===== src/rtl/score_display_scheduler_if.sv =====
// Score load/display bus between the score source and the display scheduler.
interface score_display_scheduler_if;
    logic [15:0] points;
    logic        load;
    logic        busy;
    logic        overflow;
    logic [3:0]  bcd;
    logic [3:0]  an;

    modport master (
        output points, load,
        input  busy, overflow, bcd, an
    );

    modport slave (
        input  points, load,
        output busy, overflow, bcd, an
    );
endinterface


===== src/rtl/score_display_scheduler.sv =====
// Clamps a binary score to 9999, converts it to BCD with a sequential double-dabble,
// and time-multiplexes the four digits onto a shared seven-segment bus.
module score_display_scheduler #(
    parameter int unsigned CLKS_PER_DIGIT = 50000,
    parameter bit          BLANK_LEADING  = 1'b1
) (
    input logic                       clk,
    input logic                       reset,
    score_display_scheduler_if.slave  bus
);
    localparam int unsigned VAL_W = 16;
    localparam int unsigned CNT_W = (CLKS_PER_DIGIT > 1) ? $clog2(CLKS_PER_DIGIT) : 1;
    localparam logic [VAL_W-1:0] MAX_VAL  = VAL_W'(9999);
    localparam logic [CNT_W-1:0] CNT_LAST = CNT_W'(CLKS_PER_DIGIT - 1);

    typedef enum logic [1:0] {IDLE, CLAMP, SHIFT, COMMIT} state_t;

    state_t           state;
    state_t           state_nxt;
    logic [VAL_W-1:0] val_q;
    logic [VAL_W-1:0] pend_val_q;
    logic             pend_q;
    logic [VAL_W-1:0] bin_q;
    logic [VAL_W-1:0] acc_q;
    logic [14:0]      acc_adj;
    logic [3:0]       iter_q;
    logic             clamp_q;
    logic [VAL_W-1:0] disp_q;
    logic             ovf_q;
    logic             busy_q;
    logic [CNT_W-1:0] ref_cnt_q;
    logic [1:0]       idx_q;
    logic [3:0]       digit;
    logic             blank;

    // Converter state register
    always_ff @(posedge clk) begin
        if (reset) state <= IDLE;
        else       state <= state_nxt;
    end

    // Converter next-state
    always_comb begin
        state_nxt = state;
        case (state)
            IDLE:    if (bus.load) state_nxt = CLAMP;
            CLAMP:   state_nxt = SHIFT;
            SHIFT:   if (iter_q == 4'd15) state_nxt = COMMIT;
            COMMIT:  state_nxt = (pend_q || bus.load) ? CLAMP : IDLE;
            default: state_nxt = IDLE;
        endcase
    end

    // Add-3 correction; the top nibble never reaches 5 because the value is clamped to 9999
    always_comb begin
        acc_adj = acc_q[14:0];
        for (int i = 0; i < 3; i++) begin
            if (acc_q[4*i +: 4] >= 4'd5) acc_adj[4*i +: 4] = acc_q[4*i +: 4] + 4'd3;
        end
    end

    // Conversion datapath, pending slot and display registers
    always_ff @(posedge clk) begin
        if (reset) begin
            val_q      <= '0;
            pend_val_q <= '0;
            pend_q     <= 1'b0;
            bin_q      <= '0;
            acc_q      <= '0;
            iter_q     <= '0;
            clamp_q    <= 1'b0;
            disp_q     <= '0;
            ovf_q      <= 1'b0;
            busy_q     <= 1'b0;
        end else begin
            busy_q <= (state_nxt != IDLE);
            case (state)
                IDLE: begin
                    if (bus.load) val_q <= bus.points;
                end
                CLAMP: begin
                    if (val_q > MAX_VAL) begin
                        bin_q   <= MAX_VAL;
                        clamp_q <= 1'b1;
                    end else begin
                        bin_q   <= val_q;
                        clamp_q <= 1'b0;
                    end
                    acc_q  <= '0;
                    iter_q <= '0;
                    if (bus.load) begin
                        pend_q     <= 1'b1;
                        pend_val_q <= bus.points;
                    end
                end
                SHIFT: begin
                    acc_q  <= {acc_adj, bin_q[VAL_W-1]};
                    bin_q  <= {bin_q[VAL_W-2:0], 1'b0};
                    iter_q <= iter_q + 4'd1;
                    if (bus.load) begin
                        pend_q     <= 1'b1;
                        pend_val_q <= bus.points;
                    end
                end
                COMMIT: begin
                    disp_q <= acc_q;
                    ovf_q  <= clamp_q;
                    pend_q <= 1'b0;
                    // A load arriving in this cycle is newer than anything pending
                    if (bus.load)   val_q <= bus.points;
                    else if (pend_q) val_q <= pend_val_q;
                end
                default: ;
            endcase
        end
    end

    // Free-running digit refresh
    always_ff @(posedge clk) begin
        if (reset) begin
            ref_cnt_q <= '0;
            idx_q     <= '0;
        end else if (ref_cnt_q == CNT_LAST) begin
            ref_cnt_q <= '0;
            idx_q     <= idx_q + 2'd1;
        end else begin
            ref_cnt_q <= ref_cnt_q + CNT_W'(1);
        end
    end

    // Digit select and leading-zero blanking
    always_comb begin
        digit = disp_q[3:0];
        blank = 1'b0;
        case (idx_q)
            2'd0: begin digit = disp_q[3:0];   blank = 1'b0;                    end
            2'd1: begin digit = disp_q[7:4];   blank = (disp_q[15:4]  == 12'h0); end
            2'd2: begin digit = disp_q[11:8];  blank = (disp_q[15:8]  == 8'h0);  end
            2'd3: begin digit = disp_q[15:12]; blank = (disp_q[15:12] == 4'h0);  end
            default: ;
        endcase
        blank   = blank && BLANK_LEADING;
        bus.an  = 4'b1111;
        if (!blank) bus.an[idx_q] = 1'b0;
        bus.bcd = digit;
    end

    assign bus.busy     = busy_q;
    assign bus.overflow = ovf_q;
endmodule


===== src/flat_wrapper.sv =====
// flat-port wrapper written by rule: the top's interface ports become plain ports
module score_display_scheduler_flat 
#(
    parameter int unsigned CLKS_PER_DIGIT = 50000,
    parameter bit          BLANK_LEADING  = 1'b1
)
  (clk, reset, bus_points, bus_load, bus_busy, bus_overflow, bus_bcd, bus_an);
  score_display_scheduler_if bus_i ();
  input logic clk;
  input logic reset;
  input wire logic [$bits(bus_i.points)-1:0] bus_points;
  input wire logic [$bits(bus_i.load)-1:0] bus_load;
  output wire logic [$bits(bus_i.busy)-1:0] bus_busy;
  output wire logic [$bits(bus_i.overflow)-1:0] bus_overflow;
  output wire logic [$bits(bus_i.bcd)-1:0] bus_bcd;
  output wire logic [$bits(bus_i.an)-1:0] bus_an;
  assign bus_i.points = bus_points;
  assign bus_i.load = bus_load;
  assign bus_busy = bus_i.busy;
  assign bus_overflow = bus_i.overflow;
  assign bus_bcd = bus_i.bcd;
  assign bus_an = bus_i.an;
  score_display_scheduler #(.CLKS_PER_DIGIT(CLKS_PER_DIGIT), .BLANK_LEADING(BLANK_LEADING)) u_core (.clk(clk), .reset(reset), .bus(bus_i));
endmodule

===== config.mk =====
export PLATFORM = sky130hd
export DESIGN_NAME = score_display_scheduler_flat
export DESIGN_NICKNAME = d
export VERILOG_FILES = /design/src/rtl/score_display_scheduler_if.sv /design/src/rtl/score_display_scheduler.sv /design/src/flat_wrapper.sv
export SDC_FILE = /design/constraint.sdc
export NUM_CORES = 1
export LEC_CHECK = 0
export BUFFER_PORTS_ARGS = -buffer_cell sky130_fd_sc_hd__buf_2
export CELL_PAD_IN_SITES_DETAIL_PLACEMENT = 0
export CELL_PAD_IN_SITES_GLOBAL_PLACEMENT = 1
export CORE_MARGIN = 5
export CORE_UTILIZATION = 35
export CTS_CLUSTER_SIZE = 25
export DETAILED_ROUTE_END_ITERATION = 7
export PLACE_DENSITY_LB_ADDON = 0.3
export RECOVER_POWER = 100
export SYNTH_ARGS = -nofsm -noshare
export SYNTH_HDL_FRONTEND = slang
export SYNTH_SLANG_ARGS = --single-unit

===== constraint.sdc =====
create_clock -name clk -period 2 [get_ports clk]
set_input_delay 0.4 -clock clk [delete_from_list [all_inputs] [get_ports clk]]
set_output_delay 0.4 -clock clk [all_outputs]
set_load 0.05 [all_outputs]

==> summary.md, run 1 <==
| Metric | Value |
|---|---|
| Layout cells sized above 1 | 0.150 |
| Yosys cell types | 51 |
| Power Density | 961 nW/um2 |
| Status | finished with violations |
| WS Path Type | reg2out |
| Register share of total power | 0.475 |
| Synth top area share | 0.446 |
| Fin crit period | 2.03 ns |
| Synth Warn # | 0 |
| Dpl ws | 0.143 ns |
| Initial Util | 0.353 |
| Worst Hold Margin | 0.292 ns |
| CP required | 1.60 ns |
| H-tree Lvls | 3 |
| Post-detail-place hpwl | 7.46 mm |
| Post-Synthesis Cells | 541 |
| Residual DRC | 0 |
| Placer Congestion | 0.873 |
| Setup violators final | 4 |
| Max_slew headroom | 0.598 |
| Routed wl met2 | 4.79 mm |
| Synth top area cells | dfxtp_1, mux2i_1, nor2_1 |
| First-pass GRT wire length | 18.0 mm |
| Drt first pass iters | 7 |
| Dominant cell type by area after synthesis | dfxtp_1 |
| Max Clk Rate | 494 MHz |
| Antenna fix cells | 0 |
| Port-buffer cells | 28 |
| GRT Resource Usage Total | 0.135 |
| Area Growth Syn to Fin | 15.9% |
| I/O pin cnt | 29 |
| HP Class | in2reg |
| Die Span Y | 128 um |
| Static Leakage | 2.11 nW |
| Clk_lat worst skew | 0.35 ns |
| Placeable core region | 13700 um2 |
| Met3 wire length | 334 um |
| Routed WL per cell | 13.9 um |
| Setup tns final | -0.0499 ns |
| DIE AREA | 16300 um2 |
| Total number of vias | 3832 |
| Top sig layer | met4 |
| Worst Setup Slack, final | -0.0254 ns |
| Top FF cell, synth | dfxtp_1 |
| Synth Register Bits | 108 |
| Clock Power Share | 0.302 |
| Antenna violations before repair | 0 |
| Failing checks | setup timing |
| Asr flop ratio synth | 0 |
| Number of max-cap violations | 0 |
| Max Buffers Root-to-Sink | 2 |
| Die span in x | 128 um |
| DRT antenna net count | 0 |
| Pint | 3.72 mW |
| FP Rows | 43 |
| Gate power share | 0.223 |
| Iter 0 DRT Violations | 204 |
| Vias per cell | 5.08 |
| Sequential-to-total area share from yosys stat | 0.446 |
| Mapped Nets | 577 |
| Critical path startpoint category | register |
| Mean Syn Cell Area | 8.96 um2 |
| Max-slew violations | 0 |
| Worst-path cell chain | inv_4 > ha_4 > a222oi_1 > mux2i_1 > buf_4 |
| Worst setup EP type | output pin |
| Grt ovf | 0 |
| Post-synth EDFFs | 0 |
| Crit-path max cell delay | 0.37 ns |
| Routed WL | 10.5 mm |
| Clk slew on worst S/H paths | 0.07 ns |
| CTS tree | done |
| Crit-path max FO | 5 |
| Clk_skew | 0.00978 ns |
| Switching Fraction | 0.311 |
| TritonCTS sink count | 108 |
| Final Cycle Share | 1.01 |
| Area of the mapped netlist | 4850 um2 |
| Final Net Count | 607 |
| Slowest stage cell, crit path | dfxtp_4 |
| Inserted Clock Buffers | 9 |
| Net Switching | 1.68 mW |
| Vias in the first global route | 3790 |
| Worst VDD drop | 0.408 mV |
| RSZ-0062 raised after global routing | true |
| M1 WL | 5.10 mm |
| Hold Vio Cnt, Final | 0 |
| CP Data Arrival Time | 1.63 ns |
| Post-layout util | 0.410 |
| Tightest Pin Transition | 0.603 ns |
| Largest net degree at the start of global routing | 33 |
| Root Buffer | clkbuf_16 |
-- cells in the mapped netlist (all sizes together), types with 3 or more instances --
library cell and number:
dfxtp 108, inv 20, mux2 3, o31ai 6, o221ai 3, clkbuf 21
a21oi 45, nor4 7, nor2 75, mux2i 40, nand2b 17, buf 11
and3 4, ha 17, o21a 3, a211oi 21, a222oi 4, a22o 3
xnor2 16, nand2 46, and2 3, nor3 5, xor2 5, o21ai 9
nand3 13, nand4 7, a32oi 7
-- power by group through the flow --
stage	clock, mW	sequential (mW)	combinational [mW]
3_5_place_dp	0	2.62	1.24
3_3_place_gp	0	2.61	1.21
4_1_cts	1.71	2.57	1.24
5_1_grt	1.79	2.60	1.36
6_report	1.63	2.57	1.20
2_1_floorplan	0	2.60	0.928
-- state kept, by name (all words and copies together) (netlist names), 2 cells and up --
name,cells
u_core.acc_q,16
u_core.bin_q,16
u_core.disp_q,16
u_core.pend_val_q,16
u_core.ref_cnt_q,16
u_core.val_q,16
u_core.iter_q,4
u_core.idx_q,2
u_core.state,2
-- through the flow --
stage	power (mW)	instance area [um2]	cells
detailed placement	3.86	5190	733
global placement	3.82	5190	733
CTS	5.52	5550	751
finish	5.40	5620	755
global route	5.75	5620	755
floorplan	3.53	4850	541
-- cells by family after synthesis --
logic type	synth area share
xor gates and xnor gates	0.0379
and+or+nand+nor	0.182
AOI/OAI and AO/OA	0.155
adders and majority gates	0.0439
DFF	0.446
muxes	0.0895
buffers and inverters	0.0454
-- cell usage in the layout (no fill, tap or decap), types with 6 or more instances in the layout --
cell / netlist / routed
mux2i_1: 40 / 40
dfxtp_1: 108 / 106
o21ai_0: 9 / 7
buf_2: 5 / 18
inv_1: 20 / 18
a32oi_1: 7 / 7
nand3_1: 13 / 13
nand2_1: 46 / 46
a21oi_1: 42 / 41
clkbuf_16: 0 / 9
a211oi_1: 21 / 21
xnor2_1: 16 / 16
buf_4: 3 / 19
nand2b_1: 17 / 17
ha_1: 17 / 12
nor2_1: 75 / 75
nand4_1: 7 / 7
o31ai_1: 6 / 6
-- cell type report --
| class | instances | area (um2) |
|---|---|---|
| fill | 1432 | 8100 |
| multi-input combinational | 381 | 2530 |
| sequential | 108 | 2170 |
| timing repair buffer | 51 | 352 |
| clock buffer | 10 | 229 |
| tap | 180 | 225 |
| inverter | 20 | 77.6 |
| clock inverter | 5 | 38.8 |
-- timing repair --
item                                    CTS  global route
pin swaps                                 3             5
endpoints found under the setup margin    7             7
buffers inserted                          3             4
gates resized for setup                  20            14
hold buffers                              0             0
-- final timing paths --
kind	start	end	slack (ns)	cells past startpoint
worst min register to register	u_core.ref_cnt_q[0]	u_core.ref_cnt_q[0]	0.45	1
worst max-delay path	u_core.idx_q[1]	bus_bcd[2]	-0.03	5
worst max register to register	u_core.state[0]	u_core.bin_q[3]	0.10	7
worst min-delay path	bus_points[12]	u_core.pend_val_q[12]	0.29	3
-- layer usage --
metal,vias up,track usage
met4,0,0.0568
met5,-,0
met2,61,0.218
met3,20,0.0254
li1,1960,-
met1,1791,0.178
-- critical path: cells and delay by family, from the launching register on --
family                   cells  cell delay (ns)
adder cells (fa/ha/maj)      1             0.16
buffers and inverters        2             0.25
flip-flops                   1             0.37
multiplexers                 1             0.13
AO/OA/AOI/OAI                1             0.36
Power figures use the tool's default switching activity.
==> inputs of run 2 (changes only) <==
--- a/config.mk
+++ b/config.mk
@@ -5,7 +5,7 @@
 export SDC_FILE = /design/constraint.sdc
 export NUM_CORES = 1
 export LEC_CHECK = 0
-export BUFFER_PORTS_ARGS = -buffer_cell sky130_fd_sc_hd__buf_2
+export BUFFER_PORTS_ARGS = -buffer_cell sky130_fd_sc_hd__buf_4
 export CELL_PAD_IN_SITES_DETAIL_PLACEMENT = 0
 export CELL_PAD_IN_SITES_GLOBAL_PLACEMENT = 1
 export CORE_MARGIN = 5
==> run 2 against run 1 <==
Against the previous run: the flow now finishes without violations; sequential cell count stayed put; fmax is 1.7% higher; setup slack better by 0.034 ns; utilization is 0.30 points higher; register-to-register slack hardly changed; die area stayed put; sequential power hardly changed; non-clock buffer count is 1 lower; critical path type unchanged; largest power group unchanged; highest routed layer unchanged.
==> summary.md, run 2 (synthesis results as in run 1) <==
| Metric | Value |
|---|---|
| Power Density | 973 nW/um2 (+1.2%) |
| CP required | 1.60 ns (about the same) |
| Initial Util | 0.353 (unchanged) |
| Worst-case reg-to-reg path depth | 6 (-1) |
| Placeable core region | 13700 um2 (unchanged) |
| Register share of total power | 0.466 (-0.009) |
| Register area | 2170 um2 (unchanged) |
| Routed WL | 10.3 mm (-1.9%) |
| Static Leakage | 2.12 nW (+0.44%) |
| Worst Setup Slack, final | 0.00849 ns (+0.0339 ns) |
| Port-buffer cells | 28 (unchanged) |
| Worst VDD drop | 0.505 mV (+24%) |
| Clk_lat worst skew | 0.35 ns (about the same) |
| Vias in the first global route | 3604 (-4.9%) |
| GRT Resource Usage Total | 0.134 (-0.00158) |
| Post-layout util | 0.413 (+0.00301) |
| Switching Fraction | 0.302 (-0.00889) |
| Worst-path cell chain | inv_4 > ha_4 > buf_4 > a21o_1 > a21oi_2 > o21ai_2 > buf_6 |
| Delay-heaviest family, CP | compound AO/OA/AOI/OAI gates |
| Placer Congestion | 0.842 (-3.5%) |
| Crit-path max cell delay | 0.37 ns (about the same) |
| Status | complete, no violations |
| Final Cycle Share | 0.996 (-0.0169) |
| Layout cells sized above 1 | 0.141 (-0.00870) |
| Fin crit period | 1.99 ns (-0.0339 ns) |
| Max Clk Rate | 502 MHz (+1.7%) |
| RSZ-0062 raised after global routing | true |
| Clock Power Share | 0.312 (+0.010) |
| Antenna violations before repair | 0 (unchanged) |
| Number of cells on the critical path | 7 (+2) |
| Drt first pass iters | 5 (-2) |
| Die span in x | 128 um (unchanged) |
| Net Switching | 1.67 mW (-0.98%) |
| FP Rows | 43 (unchanged) |
| Iter 0 DRT Violations | 206 (+0.98%) |
| First-pass GRT wire length | 17.6 mm (-2.3%) |
| DIE AREA | 16300 um2 (unchanged) |
| Antenna fix cells | 0 (unchanged) |
| Most frequent cells in the layout | dfxtp_1, nor2_1, nand2_1 |
| Setup violators final | 0 (-4) |
| Crit-path max FO | 5 (unchanged) |
| Hold-fix buffers, CTS | 0 (unchanged) |
| Max Buffers Root-to-Sink | 2 (unchanged) |
| Residual DRC | 0 (unchanged) |
| TritonCTS sink count | 108 (unchanged) |
| CP Data Arrival Time | 1.59 ns (-0.04 ns) |
| Dpl ws | 0.190 ns (+0.0473 ns) |
| Root Buffer | clkbuf_16 |
| Slowest stage cell, crit path | dfxtp_4 |
| Final Net Count | 606 (-0.16%) |
| Pint | 3.84 mW (+3.3%) |
| Vias per cell | 5.04 (-0.78%) |
| Die Span Y | 128 um (unchanged) |
| Routed WL per cell | 13.6 um (-1.9%) |
| Worst setup EP type | output pin |
| Total number of vias | 3802 (-0.78%) |
| Clk slew on worst S/H paths | 0.06 ns (about the same) |
| Fill count | 1390 (-2.9%) |
| Gate power share | 0.222 (about the same) |
| CTS tree | done |
| Tightest Pin Transition | 0.652 ns (+0.0499 ns) |
| Hold Path Stages | 3 (unchanged) |
| Grt ovf | 0 (unchanged) |
| Commonest non-fill, non-tap cell in the layout | dfxtp_1 |
| I/O pin cnt | 29 (unchanged) |
| Buffers & Inverters on Critical Path | 3 (+1) |
| Worst Hold Margin | 0.301 ns (+0.00845 ns) |
| Number of max-cap violations | 0 (unchanged) |
| Hold Vio Cnt, Final | 0 (unchanged) |
| Max_slew headroom | 0.565 (-0.0332) |
| Area Growth Syn to Fin | 16.8% |
| H-tree Lvls | 3 (unchanged) |
| Critical path startpoint category | register |
| DRT antenna net count | 0 (unchanged) |
| HP Class | in2reg |
| Post-detail-place hpwl | 7.37 mm (-1.3%) |
| Max-slew violations | 0 (unchanged) |
| Inserted Clock Buffers | 9 (unchanged) |
| Largest net degree at the start of global routing | 33 (unchanged) |
| Multi-input logic area | 2530 um2 (about the same) |
| Clk_skew | 0.00533 ns (-0.00445 ns) |
| WS Path Type | reg2out |
-- run 2: cell count changes in the layout (fill, tap and decap cells not counted), moves of 3 or more --
cell      change
buf_2        -18
buf_4        +13
clkbuf_1      +5
buf_6         -3
clkbuf_2      +3
clkbuf_8      +3
-- run 2: through the flow --
step           total power [mW]  instances  setup TNS (ns)  area (um2)
6_report                   5.51        755               0        5660
5_1_grt                    5.86        755          -0.832        5660
4_1_cts                    5.68        754         -0.0255        5670
3_5_place_dp               3.93        736               0        5310
3_3_place_gp               3.91        736               0        5310
2_1_floorplan              3.53        541          -0.518        4850
-- run 2: worst paths after layout --
kind / slack, ns / start / end
max: 0.008 / u_core.idx_q[1] / bus_an[1]
min: 0.30 / bus_points[7] / u_core.pend_val_q[7]
max reg2reg: 0.11 / u_core.state[0] / u_core.bin_q[9]
min reg2reg: 0.45 / u_core.pend_val_q[3] / u_core.pend_val_q[3]
-- run 2: final cells by class --
class                           instances  area share
Sequential cell                       108       0.383
Clock buffer                           14      0.0484
Inverter                               20      0.0137
Timing Repair Buffer                   50      0.0650
Clock inverter                          2     0.00309
Tap cell                              180      0.0398
Multi-Input combinational cell        381       0.447
-- run 2: power groups by stage --
stage,combinational (mW),sequential (mW),clock [mW]
2_1_floorplan,0.928,2.60,0
3_3_place_gp,1.30,2.61,0
3_5_place_dp,1.32,2.62,0
4_1_cts,1.32,2.57,1.79
5_1_grt,1.39,2.60,1.87
6_report,1.22,2.57,1.72
-- run 2: worst min-delay path: cells and delay by family --
family,cells,cell delay (ns)
AOI/OAI and AO/OA,1,0.05
buffers and inverters,1,0.11
and+or+nand+nor,1,0.04
-- run 2: timing repair --
item	4_1_cts	5_1_grt
endpoints found under the setup margin	7	6
gates resized for setup	14	8
pin swaps	4	7
buffers inserted	2	1
-- run 2: per-layer routing --
| metal | part of all wire | vias up | GRT usage | routed length (um) |
|---|---|---|---|---|
| met1 | 0.48 | 1774 | 0.172 | 4890 |
| li1 | - | 1954 | - | - |
| met3 | 0.045 | 14 | 0.0375 | 464 |
| met4 | 0.017 | 0 | 0.0431 | 170 |
| met2 | 0.46 | 60 | 0.217 | 4760 |
| met5 | 0 | - | 0 | 0 |
